File: config.mk
export PLATFORM = sky130hd
export DESIGN_NAME = hkspi_stream_master_flat
export DESIGN_NICKNAME = d
export VERILOG_FILES = /design/src/rtl/hkspi_stream_master_if.sv /design/src/rtl/hkspi_stream_master.sv /design/src/flat_wrapper.sv
export SDC_FILE = /design/constraint.sdc
export NUM_CORES = 1
export LEC_CHECK = 0
export CORE_ASPECT_RATIO = 1.5
export CORE_MARGIN = 3
export CORE_UTILIZATION = 40
export DETAILED_ROUTE_END_ITERATION = 16
export PLACE_DENSITY = 0.72
export SETUP_SLACK_MARGIN = 0.15
export SLEW_MARGIN = 30
export SYNTH_ARGS = -nofsm -noshare
export SYNTH_HDL_FRONTEND = slang
export SYNTH_SLANG_ARGS = --single-unit
File: constraint.sdc
create_clock -name clock -period 2.22 [get_ports clock]
set_input_delay 0.222 -clock clock [delete_from_list [all_inputs] [get_ports clock]]
set_output_delay 0.222 -clock clock [all_outputs]
set_load 0.01 [all_outputs]
File: src/rtl/hkspi_stream_master_if.sv
// Command/data stream bundle between a host and the housekeeping SPI stream master.
interface hkspi_stream_master_if #(
  parameter int LEN_W = 6
);
  logic             cmd_valid;
  logic             cmd_ready;
  logic             cmd_write;
  logic [7:0]       cmd_addr;
  logic [LEN_W-1:0] cmd_len;
  logic [7:0]       wr_data;
  logic             wr_valid;
  logic             wr_ready;
  logic [7:0]       rd_data;
  logic             rd_valid;
  logic             busy;
  logic             done;

  modport master (
    output cmd_valid, cmd_write, cmd_addr, cmd_len, wr_data, wr_valid,
    input  cmd_ready, wr_ready, rd_data, rd_valid, busy, done
  );

  modport slave (
    input  cmd_valid, cmd_write, cmd_addr, cmd_len, wr_data, wr_valid,
    output cmd_ready, wr_ready, rd_data, rd_valid, busy, done
  );
endinterface

File: src/rtl/hkspi_stream_master.sv
// Housekeeping SPI stream master: opcode + address + N data bytes, SPI mode 0, MSB first.
module hkspi_stream_master #(
  parameter int CLK_DIV = 2,
  parameter int LEN_W   = 6
) (
  input  logic                  clock,
  input  logic                  reset,
  hkspi_stream_master_if.slave  bus,
  output logic                  spi_csb,
  output logic                  spi_sck,
  output logic                  spi_sdi,
  input  logic                  spi_sdo
);
  localparam logic [2:0] IDLE  = 3'd0;
  localparam logic [2:0] SETUP = 3'd1;
  localparam logic [2:0] LOAD  = 3'd2;
  localparam logic [2:0] SHIFT = 3'd3;
  localparam logic [2:0] HOLD  = 3'd4;
  localparam logic [2:0] GAP   = 3'd5;

  localparam logic [1:0] ST_OPC  = 2'd0;
  localparam logic [1:0] ST_ADDR = 2'd1;
  localparam logic [1:0] ST_DATA = 2'd2;

  localparam int            CW       = (CLK_DIV > 1) ? $clog2(CLK_DIV) : 1;
  localparam logic [CW-1:0] DIV_LAST = CW'(CLK_DIV - 1);

  logic [2:0]       state;
  logic [CW-1:0]    cnt;
  logic [2:0]       bit_cnt;
  logic [1:0]       stage;
  logic [LEN_W-1:0] remaining;
  logic             wr_mode;
  logic [7:0]       addr;
  logic [7:0]       tx_sr;
  logic [7:0]       rx_sr;
  logic [7:0]       load_byte;
  logic             load_go;
  logic             div_end;

  always_comb begin
    div_end   = (cnt == DIV_LAST);
    load_byte = '0;
    case (stage)
      ST_OPC:  load_byte = wr_mode ? 8'h80 : 8'h40;
      ST_ADDR: load_byte = addr;
      default: load_byte = wr_mode ? bus.wr_data : 8'h00;
    endcase
    load_go = !(stage == ST_DATA && wr_mode && !bus.wr_valid);
  end

  assign bus.cmd_ready = (state == IDLE);
  assign bus.busy      = (state != IDLE);
  assign bus.wr_ready  = (state == LOAD) && (stage == ST_DATA) && wr_mode;
  assign bus.done      = (state == GAP) && div_end;

  always_ff @(posedge clock) begin
    if (reset) begin
      state       <= IDLE;
      cnt         <= '0;
      bit_cnt     <= '0;
      stage       <= ST_OPC;
      remaining   <= '0;
      wr_mode     <= 1'b0;
      addr        <= '0;
      tx_sr       <= '0;
      rx_sr       <= '0;
      bus.rd_data <= '0;
      bus.rd_valid <= 1'b0;
      spi_csb     <= 1'b1;
      spi_sck     <= 1'b0;
      spi_sdi     <= 1'b0;
    end else begin
      bus.rd_valid <= 1'b0;
      case (state)
        IDLE: begin
          if (bus.cmd_valid) begin
            wr_mode   <= bus.cmd_write;
            addr      <= bus.cmd_addr;
            remaining <= bus.cmd_len;
            stage     <= ST_OPC;
            cnt       <= '0;
            spi_csb   <= 1'b0;
            state     <= SETUP;
          end
        end
        SETUP: begin
          if (div_end) begin
            cnt   <= '0;
            state <= LOAD;
          end else begin
            cnt <= cnt + 1'b1;
          end
        end
        LOAD: begin
          if (load_go) begin
            tx_sr   <= load_byte;
            spi_sdi <= load_byte[7];
            bit_cnt <= 3'd7;
            cnt     <= '0;
            state   <= SHIFT;
          end
        end
        SHIFT: begin
          if (!div_end) begin
            cnt <= cnt + 1'b1;
          end else begin
            cnt <= '0;
            // sdo is captured on the same edge that raises sck, before the slave can change it
            if (!spi_sck) begin
              spi_sck <= 1'b1;
              rx_sr   <= {rx_sr[6:0], spi_sdo};
            end else begin
              spi_sck <= 1'b0;
              if (bit_cnt != 3'd0) begin
                bit_cnt <= bit_cnt - 1'b1;
                tx_sr   <= {tx_sr[6:0], 1'b0};
                spi_sdi <= tx_sr[6];
              end else begin
                spi_sdi <= 1'b0;
                case (stage)
                  ST_OPC: begin
                    stage <= ST_ADDR;
                    state <= LOAD;
                  end
                  ST_ADDR: begin
                    stage <= ST_DATA;
                    state <= (remaining == LEN_W'(0)) ? HOLD : LOAD;
                  end
                  default: begin
                    remaining <= remaining - 1'b1;
                    state     <= (remaining == LEN_W'(1)) ? HOLD : LOAD;
                    if (!wr_mode) begin
                      bus.rd_valid <= 1'b1;
                      bus.rd_data  <= rx_sr;
                    end
                  end
                endcase
              end
            end
          end
        end
        HOLD: begin
          if (div_end) begin
            cnt     <= '0;
            spi_csb <= 1'b1;
            state   <= GAP;
          end else begin
            cnt <= cnt + 1'b1;
          end
        end
        GAP: begin
          if (div_end) begin
            cnt   <= '0;
            state <= IDLE;
          end else begin
            cnt <= cnt + 1'b1;
          end
        end
        default: state <= IDLE;
      endcase
    end
  end
endmodule

File: src/flat_wrapper.sv
// flat-port wrapper written by rule: the top's interface ports become plain ports
module hkspi_stream_master_flat 
#(
  parameter int CLK_DIV = 2,
  parameter int LEN_W   = 6
)
  (clock, reset, spi_csb, spi_sck, spi_sdi, spi_sdo, bus_cmd_valid, bus_cmd_write, bus_cmd_addr, bus_cmd_len, bus_wr_data, bus_wr_valid, bus_cmd_ready, bus_wr_ready, bus_rd_data, bus_rd_valid, bus_busy, bus_done);
  hkspi_stream_master_if #(.LEN_W(LEN_W)) bus_i ();
  input  logic clock;
  input  logic reset;
  output logic spi_csb;
  output logic spi_sck;
  output logic spi_sdi;
  input  logic spi_sdo;
  input wire logic [$bits(bus_i.cmd_valid)-1:0] bus_cmd_valid;
  input wire logic [$bits(bus_i.cmd_write)-1:0] bus_cmd_write;
  input wire logic [$bits(bus_i.cmd_addr)-1:0] bus_cmd_addr;
  input wire logic [$bits(bus_i.cmd_len)-1:0] bus_cmd_len;
  input wire logic [$bits(bus_i.wr_data)-1:0] bus_wr_data;
  input wire logic [$bits(bus_i.wr_valid)-1:0] bus_wr_valid;
  output wire logic [$bits(bus_i.cmd_ready)-1:0] bus_cmd_ready;
  output wire logic [$bits(bus_i.wr_ready)-1:0] bus_wr_ready;
  output wire logic [$bits(bus_i.rd_data)-1:0] bus_rd_data;
  output wire logic [$bits(bus_i.rd_valid)-1:0] bus_rd_valid;
  output wire logic [$bits(bus_i.busy)-1:0] bus_busy;
  output wire logic [$bits(bus_i.done)-1:0] bus_done;
  assign bus_i.cmd_valid = bus_cmd_valid;
  assign bus_i.cmd_write = bus_cmd_write;
  assign bus_i.cmd_addr = bus_cmd_addr;
  assign bus_i.cmd_len = bus_cmd_len;
  assign bus_i.wr_data = bus_wr_data;
  assign bus_i.wr_valid = bus_wr_valid;
  assign bus_cmd_ready = bus_i.cmd_ready;
  assign bus_wr_ready = bus_i.wr_ready;
  assign bus_rd_data = bus_i.rd_data;
  assign bus_rd_valid = bus_i.rd_valid;
  assign bus_busy = bus_i.busy;
  assign bus_done = bus_i.done;
  hkspi_stream_master #(.CLK_DIV(CLK_DIV), .LEN_W(LEN_W)) u_core (.clock(clock), .reset(reset), .bus(bus_i), .spi_csb(spi_csb), .spi_sck(spi_sck), .spi_sdi(spi_sdi), .spi_sdo(spi_sdo));
endmodule
==> out/metrics.cfg <==
[placement]
place_area_um2=3010
place_hpwl_mm=4.31
pre_cts_ws_ns=0.311
port_buffers=43
gp_congestion=0.808

[clock_network]
clock-sinks=51
htreeDepth=2
clk_path_buf_depth=2
cts_buffers=5
clock-root-buffer=clkbuf_8
cts_tree=done
clk_pin_slew_ns=0.10
cts_resized=2
postCtsHoldBufs=0
insertion_delay_ns=0.31
post_cts_buffers=0

[worst_setup_path]
arrival_ns=1.73
critPathRequiredTime_ns=2.00
crit_type=register to primary output
end_kind=primary output
crit_start=u_core.state[2]
r2r_slack_ns=0.46
rr_startpoint=u_core.state[2]
startpoint_type=register
reg2reg_depth=5
path_max_fanout=13
rr_endpoint=u_core.bit_cnt[1]

[sta]
fin_tns_setup_ns=0
clock_skew_ns=0.0112
fin_crit_sh=0.880
min_period_ns=1.95
worst_pin_slew_ns=0.460
fin_ws_ns=0.266
timing.slew.headroom=0.691
drv_slew=0
final-hold-violation-count=0
clock.fmax_ghz=0.512
setup_viol=0
rsz0062_at_grt=no

[hold_path]
hold_path_end=u_core.addr[0]
hp-start=bus_cmd_addr[0]
holdCritPathClass=primary input to register
holdPathStages=3

[logic_synthesis]
yosysUniqueCellTypes=53
syn_area_um2=2460
synth.area.top_cells=dfxtp_1, mux2i_1, a21oi_1
synth_most_common_cell=dfxtp_1
synth_seq_area_share=0.415
syn_avg_cell_area_um2=8.54
synth.largest_area_cell=dfxtp_1
ys_async_sr_fraction=0
synth_ff_type=dfxtp_1
synth-edff-count=0
yosysWarnings=0
synth_common_cells=dfxtp_1, nor2_1, nand2_1
yosysTopAreaCellShare=0.415
syn_nets=321
ys_seq_elements=51
postSynthCellCount=288

[power_and_ir_drop]
intPower_w=0.00146
max-vdd-ir-drop_mv=0.369
seqPwrFrac=0.505
p_per_area_nw_per_um2=619
p_comb_frac=0.141
clock_power_share=0.354
swShare=0.253
p_leak_nw=1.15
switchingPower_w=0.000494

[grt]
met2_usage=0.304
grt_pass1_vias=2203
grt_overflow_total=0
use_met3=0.0305
grt_most_used_layer=met2
grt_usage=0.177
antenna_found_initial=0
gr-usage-met1=0.218
grt_pass1_wl_mm=10.3
grt_max_degree=28

[run]
cap_viol_max_count=0

[routing]
ant_nets=0
drtIter0Drc=196
routedWlPerCell_um=14.8
first_pass_iters=4
drc_errors=0
vias=2274
vias_per_cell=5.59
totalWireLength_mm=6.02

[floorplan]
row_count=34
dieArea_um2=7150
start_util=0.419
fp.coreArea_um2=5870
io-pin-count=44
die_w_um=70.0
die_h_um=102

[layout]
syn_to_final_growth_pct=28.0
fin_util=0.536
final_net_count=367
diodes=0
drive_gt1_frac=0.110
final_area_um2=3150

[run_status]
status=finished, final reports clean

[final cells by class]
class	count	area, µm²
Clock buffer	6	82.6
Timing Repair Buffer	58	543
Tap cell	72	90.1
Fill cell	556	2720
Clock inverter	2	38.8
Multi-Input combinational cell	209	1340
Sequential cell	51	1030
Inverter	9	33.8
[per-layer routing]
| metal | share of wire | vias to the layer above |
|---|---|---|
| met5 | 0 | - |
| met4 | 0.028 | 0 |
| met3 | 0.041 | 12 |
| met2 | 0.50 | 62 |
| met1 | 0.43 | 1074 |
| li1 | - | 1126 |
[power groups by stage]
| stage | Clock (W) | Sequential [W] | Combinational, W |
|---|---|---|---|
| floorplan | 0 | 0.000996 | 0.000154 |
| global placement | 0 | 0.00100 | 0.000269 |
| detailed placement | 0 | 0.00100 | 0.000273 |
| CTS | 0.000701 | 0.000982 | 0.000274 |
| global route | 0.000748 | 0.000990 | 0.000307 |
| finish | 0.000691 | 0.000984 | 0.000274 |
[worst max-delay path by stage]
stage	end
2_1_floorplan	u_core.bus.rd_data[0]
3_3_place_gp	u_core.remaining[0]
3_5_place_dp	u_core.tx_sr[1]
4_1_cts	bus_cmd_ready
5_1_grt	bus_done
6_report	bus_done
[cell usage in the layout, fill, tap and decap left out, types with 4 or more instances in the layout]
cell type        count
buf_4               15
nor3_1               5
ha_1                 5
dfxtp_2              4
dfxtp_1             47
clkbuf_8             6
clkdlybuf4s50_1     43
or3_1                5
mux2i_1             18
inv_1                7
nor2_1              36
a211oi_1             4
o32ai_1              6
nand2_1             35
o21ai_0              7
a21oi_1             27
a32o_1               5
[cell families after synthesis]
group,count (synthesis),share of synthesized area
mux,18,0.0732
simple gates,113,0.237
fa+ha+maj,5,0.0254
flops,51,0.415
compound gates,73,0.201
buf+inv,28,0.0478
[flip-flops by register name, indices dropped and copies added (netlist names)]
signal and flops:
u_core.addr 8, u_core.bus.rd_data 8, u_core.bus.rd_valid 1, u_core.rx_sr 8
u_core.tx_sr 7, u_core.spi_sdi 1, u_core.state 3, u_core.stage 2
u_core.spi_csb 1, u_core.remaining 6, u_core.cnt 1, u_core.spi_sck 1
u_core.bit_cnt 3, u_core.wr_mode 1
[per-stage QoR]
step | cells | power, W | hold slack [ns]
final | 407 | 0.00195 | 0.453
after global routing | 407 | 0.00205 | 0.466
after CTS | 407 | 0.00196 | 0.450
after detailed placement | 399 | 0.00128 | 0.449
after global placement | 399 | 0.00127 | 0.447
after floorplan | 288 | 0.00115 | 0.358
[worst max-delay path: stages, from the launching register on]
cell and delay [ns]:
dfxtp_2 0.49, nor2b_2 0.23, nor2b_1 0.15, clkdlybuf4s50_1 0.54
(Power assumes the default switching activity.)
